## src/rtl/corr_argmax_pkg.sv

```systemverilog
// Shared definitions for the correlation argmax block: default data width,
// FSM encoding and the accumulator / index width derivations.
package corr_argmax_pkg;

   localparam int VMU_DATA_WIDTH = 16;

   typedef enum logic [1:0] {
      ST_IDLE  = 2'd0,
      ST_ACCUM = 2'd1,
      ST_DONE  = 2'd2
   } state_e;

   // Enough headroom for BEATS worst-case partial sums.
   function automatic int acc_width(input int data_width, input int beats);
      return data_width + $clog2(beats);
   endfunction

   function automatic int idx_width(input int cols);
      return (cols > 1) ? $clog2(cols) : 1;
   endfunction

endpackage

```

## src/rtl/corr_argmax_if.sv

```systemverilog
// Partial-sum stream in, per-column correlation and running argmax out.
interface corr_argmax_if
   import corr_argmax_pkg::*;
#(
   parameter int DATA_WIDTH = VMU_DATA_WIDTH,
   parameter int BEATS      = 4,
   parameter int COLS       = 256
);
   localparam int ACC_W = acc_width(DATA_WIDTH, BEATS);
   localparam int IDX_W = idx_width(COLS);

   logic                         start;
   logic                         in_valid;
   logic signed [DATA_WIDTH-1:0] in_data;
   logic                         in_ready;
   logic                         corr_valid;
   logic signed [ACC_W-1:0]      corr_out;
   logic        [IDX_W-1:0]      corr_idx;
   logic        [ACC_W-1:0]      max_val;
   logic        [IDX_W-1:0]      max_idx;
   logic                         done;

   modport master (
      output start, in_valid, in_data,
      input  in_ready, corr_valid, corr_out, corr_idx, max_val, max_idx, done
   );

   modport slave (
      input  start, in_valid, in_data,
      output in_ready, corr_valid, corr_out, corr_idx, max_val, max_idx, done
   );

endinterface

```

## src/rtl/corr_argmax_abs_max_cmp.sv

```systemverilog
// Saturating |x| of a signed inner product and strict compare against the
// current maximum magnitude.
module abs_max_cmp #(
   parameter int W = 18
) (
   input  logic signed [W-1:0] value,
   input  logic        [W-1:0] cur_max,
   output logic        [W-1:0] abs_val,
   output logic                greater
);

   localparam logic [W-1:0] MOST_NEG = {1'b1, {(W-1){1'b0}}};
   localparam logic [W-1:0] MOST_POS = {1'b0, {(W-1){1'b1}}};

   // NOTE: every output is assigned on every path, so no latch is inferred.
   always_comb begin
      if ($unsigned(value) == MOST_NEG) begin
         abs_val = MOST_POS;
      end else if (value[W-1]) begin
         abs_val = $unsigned(-value);
      end else begin
         abs_val = $unsigned(value);
      end
      greater = (abs_val > cur_max);
   end

endmodule

```

## src/rtl/corr_argmax.sv

```systemverilog
// Accumulates BEATS partial sums per dictionary column and tracks the column
// with the largest |inner product| over a COLS-column search.
module corr_argmax
   import corr_argmax_pkg::*;
#(
   parameter int DATA_WIDTH = VMU_DATA_WIDTH,
   parameter int BEATS      = 4,
   parameter int COLS       = 256
) (
   input logic         clk,
   input logic         rst,
   corr_argmax_if.slave bus
);

   localparam int ACC_W  = acc_width(DATA_WIDTH, BEATS);
   localparam int IDX_W  = idx_width(COLS);
   localparam int BEAT_W = $clog2(BEATS);

   localparam logic [BEAT_W-1:0] LAST_BEAT = BEAT_W'(BEATS - 1);
   localparam logic [IDX_W-1:0]  LAST_COL  = IDX_W'(COLS - 1);

   state_e                  state;
   logic signed [ACC_W-1:0] acc;
   logic [BEAT_W-1:0]       beat;
   logic [IDX_W-1:0]        col;

   logic signed [ACC_W-1:0] data_ext;
   logic signed [ACC_W-1:0] acc_sum;
   logic                    accept;
   logic [ACC_W-1:0]        abs_val;
   logic                    greater;

   assign data_ext = {{(ACC_W-DATA_WIDTH){bus.in_data[DATA_WIDTH-1]}}, bus.in_data};
   assign acc_sum  = acc + data_ext;
   assign accept   = bus.in_valid && bus.in_ready;

   abs_max_cmp #(.W(ACC_W)) u_cmp (
      .value   (bus.corr_out),
      .cur_max (bus.max_val),
      .abs_val (abs_val),
      .greater (greater)
   );

   // NOTE: state registers use non-blocking assignment so every flop samples
   // the pre-edge values of the others.
   always_ff @(posedge clk or negedge rst) begin
      if (!rst) begin
         state          <= ST_IDLE;
         acc            <= '0;
         beat           <= '0;
         col            <= '0;
         bus.in_ready   <= 1'b0;
         bus.corr_valid <= 1'b0;
         bus.corr_out   <= '0;
         bus.corr_idx   <= '0;
         bus.max_val    <= '0;
         bus.max_idx    <= '0;
         bus.done       <= 1'b0;
      end else if (bus.start) begin
         // A start in any state opens a fresh search and drops in-flight work.
         state          <= ST_ACCUM;
         acc            <= '0;
         beat           <= '0;
         col            <= '0;
         bus.in_ready   <= 1'b1;
         bus.corr_valid <= 1'b0;
         bus.max_val    <= '0;
         bus.max_idx    <= '0;
         bus.done       <= 1'b0;
      end else begin
         bus.corr_valid <= 1'b0;
         case (state)
            ST_ACCUM: begin
               if (accept) begin
                  if (beat == LAST_BEAT) begin
                     bus.corr_out   <= acc_sum;
                     bus.corr_idx   <= col;
                     bus.corr_valid <= 1'b1;
                     acc            <= '0;
                     beat           <= '0;
                     if (col == LAST_COL) begin
                        col          <= '0;
                        bus.in_ready <= 1'b0;
                     end else begin
                        col <= col + 1'b1;
                     end
                  end else begin
                     acc  <= acc_sum;
                     beat <= beat + 1'b1;
                  end
               end
               // Column 0 loads unconditionally; later ties keep the lower index.
               if (bus.corr_valid) begin
                  if (bus.corr_idx == '0 || greater) begin
                     bus.max_val <= abs_val;
                     bus.max_idx <= bus.corr_idx;
                  end
                  if (bus.corr_idx == LAST_COL) begin
                     state    <= ST_DONE;
                     bus.done <= 1'b1;
                  end
               end
            end
            ST_IDLE, ST_DONE: ;
            default: state <= ST_IDLE;
         endcase
      end
   end

endmodule

```

## src/flat_wrapper.sv

```systemverilog
// flat-port wrapper written by rule: the top's interface ports become plain ports
module corr_argmax_flat import corr_argmax_pkg::*;
#(
   parameter int DATA_WIDTH = VMU_DATA_WIDTH,
   parameter int BEATS      = 4,
   parameter int COLS       = 256
)
  (clk, rst, bus_start, bus_in_valid, bus_in_data, bus_in_ready, bus_corr_valid, bus_corr_out, bus_corr_idx, bus_max_val, bus_max_idx, bus_done);
  corr_argmax_if #(.DATA_WIDTH(DATA_WIDTH), .BEATS(BEATS), .COLS(COLS)) bus_i ();
  input logic clk;
  input logic rst;
  input wire logic [$bits(bus_i.start)-1:0] bus_start;
  input wire logic [$bits(bus_i.in_valid)-1:0] bus_in_valid;
  input wire logic [$bits(bus_i.in_data)-1:0] bus_in_data;
  output wire logic [$bits(bus_i.in_ready)-1:0] bus_in_ready;
  output wire logic [$bits(bus_i.corr_valid)-1:0] bus_corr_valid;
  output wire logic [$bits(bus_i.corr_out)-1:0] bus_corr_out;
  output wire logic [$bits(bus_i.corr_idx)-1:0] bus_corr_idx;
  output wire logic [$bits(bus_i.max_val)-1:0] bus_max_val;
  output wire logic [$bits(bus_i.max_idx)-1:0] bus_max_idx;
  output wire logic [$bits(bus_i.done)-1:0] bus_done;
  assign bus_i.start = bus_start;
  assign bus_i.in_valid = bus_in_valid;
  assign bus_i.in_data = bus_in_data;
  assign bus_in_ready = bus_i.in_ready;
  assign bus_corr_valid = bus_i.corr_valid;
  assign bus_corr_out = bus_i.corr_out;
  assign bus_corr_idx = bus_i.corr_idx;
  assign bus_max_val = bus_i.max_val;
  assign bus_max_idx = bus_i.max_idx;
  assign bus_done = bus_i.done;
  corr_argmax #(.DATA_WIDTH(DATA_WIDTH), .BEATS(BEATS), .COLS(COLS)) u_core (.clk(clk), .rst(rst), .bus(bus_i));
endmodule
```

## config.mk

```make
export PLATFORM = sky130hd
export DESIGN_NAME = corr_argmax_flat
export DESIGN_NICKNAME = d
export VERILOG_FILES = /design/src/rtl/corr_argmax_pkg.sv /design/src/rtl/corr_argmax_if.sv /design/src/rtl/corr_argmax_abs_max_cmp.sv /design/src/rtl/corr_argmax.sv /design/src/flat_wrapper.sv
export SDC_FILE = /design/constraint.sdc
export NUM_CORES = 1
export LEC_CHECK = 0
export ABC_AREA = 0
export CAP_MARGIN = 10
export CORE_MARGIN = 5
export CORE_UTILIZATION = 40
export CTS_CLUSTER_SIZE = 14
export DETAILED_ROUTE_END_ITERATION = 8
export SLEW_MARGIN = 10
export SYNTH_ARGS = -nofsm -noshare
export SYNTH_HDL_FRONTEND = slang
export SYNTH_SLANG_ARGS = --single-unit
```

## constraint.sdc

```tcl
create_clock -name clk -period 7.2 [get_ports clk]
set_clock_uncertainty 0.15 [all_clocks]
set_input_delay 1.08 -clock clk [delete_from_list [all_inputs] [get_ports clk]]
set_output_delay 1.08 -clock clk [all_outputs]
set_load 0.005 [all_outputs]
```

==> metrics.yaml, run 1 <==
ant_nets: 0
grt_start_max_net_pins: 86
finalWirelength_mm: 12.18
hold_path.class: "reg2reg"
grt_pass1_vias: 4028
synth-async-reset-ratio_pct: 100.0
drive_above_1_share_pct: 12.88
cts_root_buffer: "clkbuf_16"
register_area_sq_um: 2127
syn_nets: 573
grt_first_pass_wirelength_mm: 20.00
slowest_stage: "or4_4"
final_max_slew_viol_count: 0
syn-cell-area_sq_um: 5127
end_kind: "flip-flop"
wl_per_cell_um: 15.98
ctsHoldBuffers: 0
cts.reportedPaths.clkPinSlew_ns: 0.06
place_inst: 746
final_nets: 644
critical_path_arrival_ns: 4.81
dr.pass1.iters: 4
cts_buffers: 9
cts_max_level: 3
drt_iter0_drc: 181
dpl_cell_area_sq_um: 6032
ys_types: 57
yosys_most_used_dff: "dfrtp_1"
worst_pin_slew_ns: 1.093
path_class: "reg2reg"
final_cell_mix: "85 x dfrtp_1, 72 x clkdlybuf4s50_1, 54 x nor2_1, 39 x nand2_1, 38 x ha_1"
r2r_slack_ns: 2.44
status: "finished, final reports clean"
tns_ns: 0
r2r-end: "u_core.bus.max_idx[1]"
final.period_utilization_pct: 66.12
cp-endpoint: "u_core.bus.max_idx[1]"
cts_resized: 0
area_delta_synth_final_pct: 24.04
die_y_um: 123.2
layout_min_cycle_time_ns: 4.761
fillers: 1194
vias: 4024
critPathMaxStageDelay_ns: 0.65
rsz0062_at_grt: "false"
cts_setup_buffers: 0
startpoint: "u_core.bus.corr_out[8]"
crit_path_frequent_cell: "or4_4"
cts_buffer_depth: 2
final_common_cell: "dfrtp_1"
clk_latency_ns: 0.34
core_region_area_sq_um: 12620
drc_errors: 0
hold_viol_final: 0
design_area_sq_um: 6360
vdd_drop_max_mv: 0.09526
viasPerCell: 5.281
num_rows: 41
stdcell_count: 762
crit_chain: "or4_4 > or3_4 > or4_4 > nand2_1 > ha_1 > and3_1 > a221oi_1 > nor2b_1 > o41ai_1 > a211o_1 > buf_4 > mux2i_1 > nor2_1"
max_cap_viol_count: 0
utilization_pct: 50.40
yosys_warnings: 0
ys_seq_area_share_pct: 41.48
crit_required_ns: 7.25
reg2reg_from: "u_core.bus.corr_out[8]"
synth_edf_count: 0
ios: 75
syn_avg_cell_area_sq_um: 9.976
die_area_sq_um: 15180
multi_input_area_sq_um: 2814
clkSinkCount: 85
grtUsageTotal_pct: 16.79
grt_overflow_total: 0
netlist_instances: 514
portBuffers: 74
setup_violations: 0
start_kind: "flip-flop"
p_leak_nw: 2.976
die_w_um: 123.2
rr_worst_depth: 13
clock.fmax_mhz: 210.1
place_hpwl_mm: 8.996
diodes: 0
crit_fanout: 34
gp_congestion: 0.9230
cts_tree: "built"
ys_ff_latch: 85
powerDensity_nw_per_um2: 213.1
start_util_pct: 40.63
antenna_found_initial: 0
slew-limit-headroom_pct: 27.10
==> layer usage <==
layer	vias up	GRT usage, %	share of wire [%]	routed length, um
li1	1982	-	-	-
met2	84	26.30	46	5619
met3	17	3.111	3.7	449
met4	0	7.266	2.2	274
met5	-	0	0	0
met1	1941	22.74	48	5834
==> registers in the layout, summed over array words and instances, names as in the netlist <==
| signal | cells |
|---|---|
| u_core.state | 2 |
| u_core.bus.corr_idx | 8 |
| u_core.bus.max_val | 18 |
| u_core.bus.corr_valid | 1 |
| u_core.beat | 2 |
| u_core.bus.corr_out | 18 |
| u_core.bus.done | 1 |
| u_core.acc | 18 |
| u_core.bus.max_idx | 8 |
| u_core.col | 8 |
| u_core.bus.in_ready | 1 |
==> cell type report <==
class	count	area share (%)
sequential	85	33.44
clock inverter	7	1.613
inverter	28	1.653
tap	172	3.384
timing repair buffer	79	12.12
clock buffer	9	3.541
multi-input combinational	382	44.25
==> worst max-delay path: cells and delay by family (launching register included) <==
family | cells | cell delay [ns]
adders and majority gates | 1 | 0.24
muxes | 1 | 0.23
DFF | 1 | 0.42
and+or+nand+nor | 7 | 2.03
AOI/OAI and AO/OA | 3 | 1.06
buffers and inverters | 1 | 0.46
==> stage by stage <==
step	hold WS [ns]	worst slack, ns	total power, mW
after floorplan	0.2964	2.775	0.7474
after global placement	0.3111	2.607	0.8409
after detailed placement	0.3247	2.553	0.8476
after CTS	0.3490	2.514	1.371
after global routing	0.3641	2.269	1.430
final	0.3489	2.439	1.355
==> kinds of logic (layout without fill, tap and decap cells) <==
family	after synthesis	in the layout	synth area share (%)
AOI/OAI and AO/OA	112	112	16.03
buffers and inverters	47	123	3.782
DFF	85	85	41.48
adders and majority gates	39	39	9.663
and+or+nand+nor	159	159	15.13
muxes	40	40	8.443
xor gates and xnor gates	32	32	5.466
==> cell usage after synthesis, drive strengths merged (12+ instances only) <==
cell | instances | area, sq um
mux2i | 14 | 140.1
nand2 | 45 | 183.9
a22o | 17 | 148.9
clkbuf | 12 | 45.04
dfrtp | 85 | 2127
o21ai | 18 | 93.84
xor2 | 15 | 131.4
a21oi | 29 | 148.9
mux2 | 26 | 292.8
a211oi | 14 | 155.2
nor2 | 55 | 206.5
ha | 38 | 475.5
xnor2 | 17 | 148.9
inv | 28 | 105.1
==> worst min path at each step <==
stage | from | endpoint | slack, ns | depth (start not counted)
finish | u_core.beat[0] | u_core.beat[0] | 0.35 | 1
global placement | u_core.state[1] | u_core.state[1] | 0.31 | 2
global route | u_core.state[1] | u_core.state[1] | 0.36 | 2
detailed placement | u_core.state[1] | u_core.state[1] | 0.32 | 2
floorplan | u_core.state[1] | u_core.state[1] | 0.30 | 2
CTS | u_core.state[1] | u_core.state[1] | 0.35 | 2
==> report_power, final <==
part	internal (mW)	switching [mW]	total [mW]
logic	0.146	0.169	0.316
clock network	0.309	0.205	0.514
registers	0.499	0.0263	0.525
total	0.954	0.401	1.36
Power figures use the tool's default switching activity.
==> inputs of run 2 (changes only) <==
Clock period 7.2 ns to 3.9 ns, I/O delays scaled along.
==> metrics.yaml, run 2 (same netlist as run 1, synthesis figures left out) <==
hold_path.class: "in2async"
r2r-end: "u_core.bus.max_val[5]"
crit_required_ns: 4.01
max_cap_viol_count: 0
clock.fmax_mhz: 250.1
die_w_um: 123.2
start_kind: "flip-flop"
top_regs: "u_core.acc x18, u_core.bus.corr_out x18, u_core.bus.max_val x18"
portBuffers: 74
num_rows: 41
layout_setup_ws_ns: -0.09846
slew-limit-headroom_pct: 46.62
die_area_sq_um: 15180
start_util_pct: 40.63
cts_buffer_depth: 2
antenna_found_initial: 0
cts_root_buffer: "clkbuf_16"
worst_pin_slew_ns: 0.8006
r2r_slack_ns: -0.1
grtUsageTotal_pct: 18.08
p_clk_share_pct: 32.2
rr_worst_depth: 15
internal-power_mw: 1.749
ios: 75
die_y_um: 123.2
ctsHoldBuffers: 0
dr.pass1.iters: 4
status: "finished, violations left"
drc_errors: 0
cts_buffers: 9
total_power_mw: 2.553
gp_congestion: 0.8661
clk_latency_ns: 0.34
grt_overflow_total: 0
hold_viol_final: 0
wl_per_cell_um: 16.19
combPwrFrac_pct: 30.5
final_cell_mix: "85 x dfrtp_1, 72 x clkdlybuf4s50_1, 50 x nor2_1, 42 x buf_4, 36 x nand2_1"
final.period_utilization_pct: 102.5
rsz0062_at_grt: "true"
crit_fanout: 5
powerDensity_nw_per_um2: 370.2
reg2reg_from: "u_core.bus.corr_out[8]"
layout_min_cycle_time_ns: 3.998
vias: 4227
netSwitchingPower_mw: 0.8042
ant_nets: 0
final_common_cell: "dfrtp_1"
p_seq_share_pct: 37.3
final_nets: 691
diodes: 0
holdWs_ns: 0.1755
place_hpwl_mm: 9.626
drt_iter0_drc: 189
finalWirelength_mm: 13.10
critical_path_arrival_ns: 4.10
vdd_drop_max_mv: 0.1775
switching_share_pct: 31.50
clkSinkCount: 85
viasPerCell: 5.225
p_leak_nw: 3.231
final_max_slew_viol_count: 0
cts_tree: "built"
end_kind: "flip-flop"
drive_above_1_share_pct: 22.61
grt_pass1_vias: 4299
violations: "setup timing"
setup_violations: 26
cts_max_level: 3
cts.reportedPaths.clkPinSlew_ns: 0.07
path_class: "reg2reg"
core_region_area_sq_um: 12620
grt_start_max_net_pins: 63
area_delta_synth_final_pct: 34.50
grt_first_pass_wirelength_mm: 21.56
-- run 2: cell types whose count changed in the layout (fill, tap and decap cells not counted), sizes merged --
cell	change
bufinv	-2
clkinvlp	+2
inv	-1
buf	+46
or4	+1
clkinv	+1
-- run 2: per-stage QoR --
step / util (%) / setup TNS [ns] / worst slack, ns / area (sq um) / instances
final: 54.65 / -1.498 / -0.09846 / 6897 / 809
after global routing: 54.65 / -6.111 / -0.2882 / 6897 / 809
after CTS: 54.42 / -0.7075 / -0.07775 / 6868 / 808
after detailed placement: 50.22 / -3.522 / -0.1888 / 6337 / 783
after global placement: 50.22 / -0.9758 / -0.07265 / 6337 / 783
after floorplan: - / -2.431 / -0.1129 / 5157 / 514
-- run 2: power by group through the flow --
stage	Combinational (mW)	Clock [mW]	Sequential, mW
final	0.780	0.822	0.951
after global routing	0.862	0.877	0.957
after CTS	0.760	0.837	0.951
after detailed placement	0.688	0	0.967
after global placement	0.672	0	0.966
after floorplan	0.412	0	0.969
-- run 2: what timing repair did --
item                       in CTS  in global routing
cloned                          3                  0
setup endpoints to repair      26                 26
resized for setup              31                  7
setup buffers                   6                  1
pin swaps                       4                  5
-- run 2: how the worst max path moves through the flow --
stage                                  end                    from  slack (ns)  cells after the start
floorplan           u_core.bus.max_val[12]  u_core.bus.corr_out[8]       -0.11                     15
global placement     u_core.bus.max_val[2]  u_core.bus.corr_out[8]       -0.07                     14
detailed placement   u_core.bus.max_val[4]  u_core.bus.corr_out[8]       -0.19                     13
CTS                  u_core.bus.max_val[5]  u_core.bus.corr_out[8]       -0.08                     14
global route         u_core.bus.max_val[0]  u_core.bus.corr_out[8]       -0.29                     13
finish               u_core.bus.max_val[5]  u_core.bus.corr_out[8]        -0.1                     15
-- run 2: per-layer routing --
metal / share of wire, % / GRT usage, % / wire [um] / vias to the layer above
met3: 3.6 / 3.705 / 471 / 15
met1: 46 / 24.54 / 6015 / 2048
met4: 1.8 / 5.606 / 232 / 0
li1: - / - / - / 2084
met5: 0 / 0 / 0 / -
met2: 49 / 29.12 / 6376 / 80
-- run 2: critical path, cell delays in order, from the launching register on --
cell	delay, ns
dfrtp_1	0.37
or4_4	0.55
or3_4	0.36
or4_4	0.60
buf_6	0.16
buf_4	0.13
nand2_2	0.08
ha_1	0.15
a21oi_1	0.07
o21ai_2	0.16
nand2b_4	0.05
and4b_1	0.20
a211o_4	0.38
buf_6	0.15
buf_12	0.13
a211oi_2	0.21
-- run 2: area by class of cell --
class	count	area, sq um
Sequential cell	85	2127
Clock inverter	7	57.56
Inverter	28	105.1
Tap cell	172	215.2
Fill cell	1153	5723
Timing Repair Buffer	125	1187
Clock buffer	9	225.2
Multi-Input combinational cell	383	2979
==> edit: new RTL, flow settings as in run 1 <==
`BEATS` is set to 4 in 3 places; all go to 8.
--- a/src/rtl/corr_argmax_if.sv
+++ b/src/rtl/corr_argmax_if.sv
@@ -3,7 +3,7 @@
    import corr_argmax_pkg::*;
 #(
    parameter int DATA_WIDTH = VMU_DATA_WIDTH,
-   parameter int BEATS      = 4,
+   parameter int BEATS      = 8,
    parameter int COLS       = 256
 );
    localparam int ACC_W = acc_width(DATA_WIDTH, BEATS);
--- a/src/rtl/corr_argmax.sv
+++ b/src/rtl/corr_argmax.sv
@@ -4,7 +4,7 @@
    import corr_argmax_pkg::*;
 #(
    parameter int DATA_WIDTH = VMU_DATA_WIDTH,
-   parameter int BEATS      = 4,
+   parameter int BEATS      = 8,
    parameter int COLS       = 256
 ) (
    input logic         clk,
--- a/src/flat_wrapper.sv
+++ b/src/flat_wrapper.sv
@@ -2,7 +2,7 @@
 module corr_argmax_flat import corr_argmax_pkg::*;
 #(
    parameter int DATA_WIDTH = VMU_DATA_WIDTH,
-   parameter int BEATS      = 4,
+   parameter int BEATS      = 8,
    parameter int COLS       = 256
 )
   (clk, rst, bus_start, bus_in_valid, bus_in_data, bus_in_ready, bus_corr_valid, bus_corr_out, bus_corr_idx, bus_max_val, bus_max_idx, bus_done);
Interface: changed (resized bus_corr_out and bus_max_val); port bits go from 75 to 77. No check against the original RTL was run, so the function may have changed too.
==> edit against run 1 <==
Die area rose by 5.9%; sequential power rose by 2%; area after synthesis rose by 6.4%; design area rose by 4.6%; setup slack improved by 740 ps; clock power fell by 8.9%; routed wire length rose by 10%; sequential cell count rose by 4; power fell by 6.8%; final cell count rose by 9.2%.
==> edit: results (changes against run 1) <==
nFillCells: 1252  # +4.9%
track_usage_pct: 17.1  # +0.36 points
r2r_end: "u_core.bus.max_val[14]"
drt_iter0_drc: 247  # +36%
die_w_um: 127  # +2.9%
grt_max_degree: 49  # -43%
via_per_inst: 5.42  # +2.7%
hold_depth: 2  # +1
r2r_cells: 14  # +1
synth_common_cells: "96 x nand2_1, 89 x dfrtp_1, 48 x nor2_1"
power_leakage_nw: 3.21  # +7.8%
synth_cell_types: 59  # +3.5%
first_global_vias: 4387  # +8.9%
cts_inserted_buffers: 9  # unchanged
critical_path.max_fanout: 40  # +18%
reg_top3: "u_core.acc (19), u_core.bus.corr_out (19), u_core.bus.max_val (19)"
syn_nets: 649  # +13%
r2r_start: "u_core.bus.corr_out[5]"
synth_area_leaders: "dfrtp_1 41%, ha_1 9.4%, nand2_1 6.6%, nor2_1 3.3%, xor2_1 3.0%"
place_congestion: 0.875  # -5.2%
ir_drop_uv: 107  # +12%
r2r_slack_ps: 3180  # +740 ps
cp.arrival_ps: 4080  # -730 ps
port_buffers: 76  # +2.7%
p_int_mw: 0.903  # -5.3%
ys_async_sr_fraction_pct: 100  # unchanged
grt_pass1_wl_mm: 22.3  # +12%
routed_wl_mm: 13.4  # +10%
status: "finished, final reports clean"
whs_endpoint: "u_core.bus.done"
post-dp-hpwl_mm: 9.93  # +10%
max-slew-margin-rel_pct: 32.6  # +5.5 points
yosysSeqAreaShare_pct: 40.8  # -0.67 points
-- edit: cell families after synthesis --
family	synth area share [%]
AND/OR/NAND/NOR	18.8
AO/OA/AOI/OAI	17.2
other	0.0687
adder cells (fa/ha/maj)	9.77
multiplexers	4.70
flip-flops	40.8
XOR/XNOR	4.82
buffers and inverters	3.76
-- edit: cell type report --
type / count / area (sq um) / area share [%]
multi-input combinational: 446 / 3030 / 45.6
sequential: 89 / 2230 / 33.5
tap: 176 / 220 / 3.31
clock buffer: 11 / 243 / 3.65
inverter: 27 / 101 / 1.52
clock inverter: 3 / 42.5 / 0.639
timing repair buffer: 80 / 788 / 11.8
-- edit: worst max-delay path by stage --
| stage | slack (ps) | endpoint | from | depth (start not counted) |
|---|---|---|---|---|
| final | 3180 | u_core.bus.max_val[14] | u_core.bus.corr_out[5] | 14 |
| after global routing | 2690 | u_core.bus.max_idx[1] | u_core.bus.corr_out[5] | 14 |
| after CTS | 3180 | u_core.bus.max_idx[6] | u_core.bus.corr_out[5] | 14 |
| after detailed placement | 3200 | u_core.bus.max_idx[6] | u_core.bus.corr_out[5] | 14 |
| after global placement | 3220 | u_core.bus.corr_out[15] | bus_start | 7 |
| after floorplan | 3630 | u_core.bus.max_idx[0] | u_core.bus.corr_out[9] | 14 |
-- edit: worst max-delay path, cell delays in order (launching register included) --
cell and delay, ps:
dfrtp_1 450, nor4_1 490, nand3_1 270, o31ai_1 360
nand2_1 90, mux2_2 290, ha_1 280, nand4_1 130
nor2_1 150, a31oi_1 120, and2_1 180, a22oi_2 180
buf_4 440, mux2i_1 250, nor2_1 50
-- edit: power by group through the flow --
stage	clock network (mW)	logic, mW	registers [mW]
final	0.468	0.262	0.533
after global routing	0.503	0.290	0.535
after CTS	0.479	0.261	0.533
after detailed placement	0	0.257	0.542
after global placement	0	0.255	0.542
after floorplan	0	0.188	0.539
-- edit: stage by stage --
| stage | std cells | total power [mW] | setup WS (ps) | hold slack, ps |
|---|---|---|---|---|
| detailed placement | 818 | 0.799 | 3200 | 342 |
| finish | 832 | 1.26 | 3180 | 360 |
| global route | 832 | 1.33 | 2690 | 375 |
| global placement | 818 | 0.797 | 3220 | 345 |
| floorplan | 587 | 0.727 | 3630 | 303 |
| CTS | 832 | 1.27 | 3180 | 359 |
-- edit: per-layer routing --
metal	track usage [%]	wire length, um
met2	28.0	6340
met1	22.7	6310
met4	6.31	265
met5	0	0
met3	3.28	517
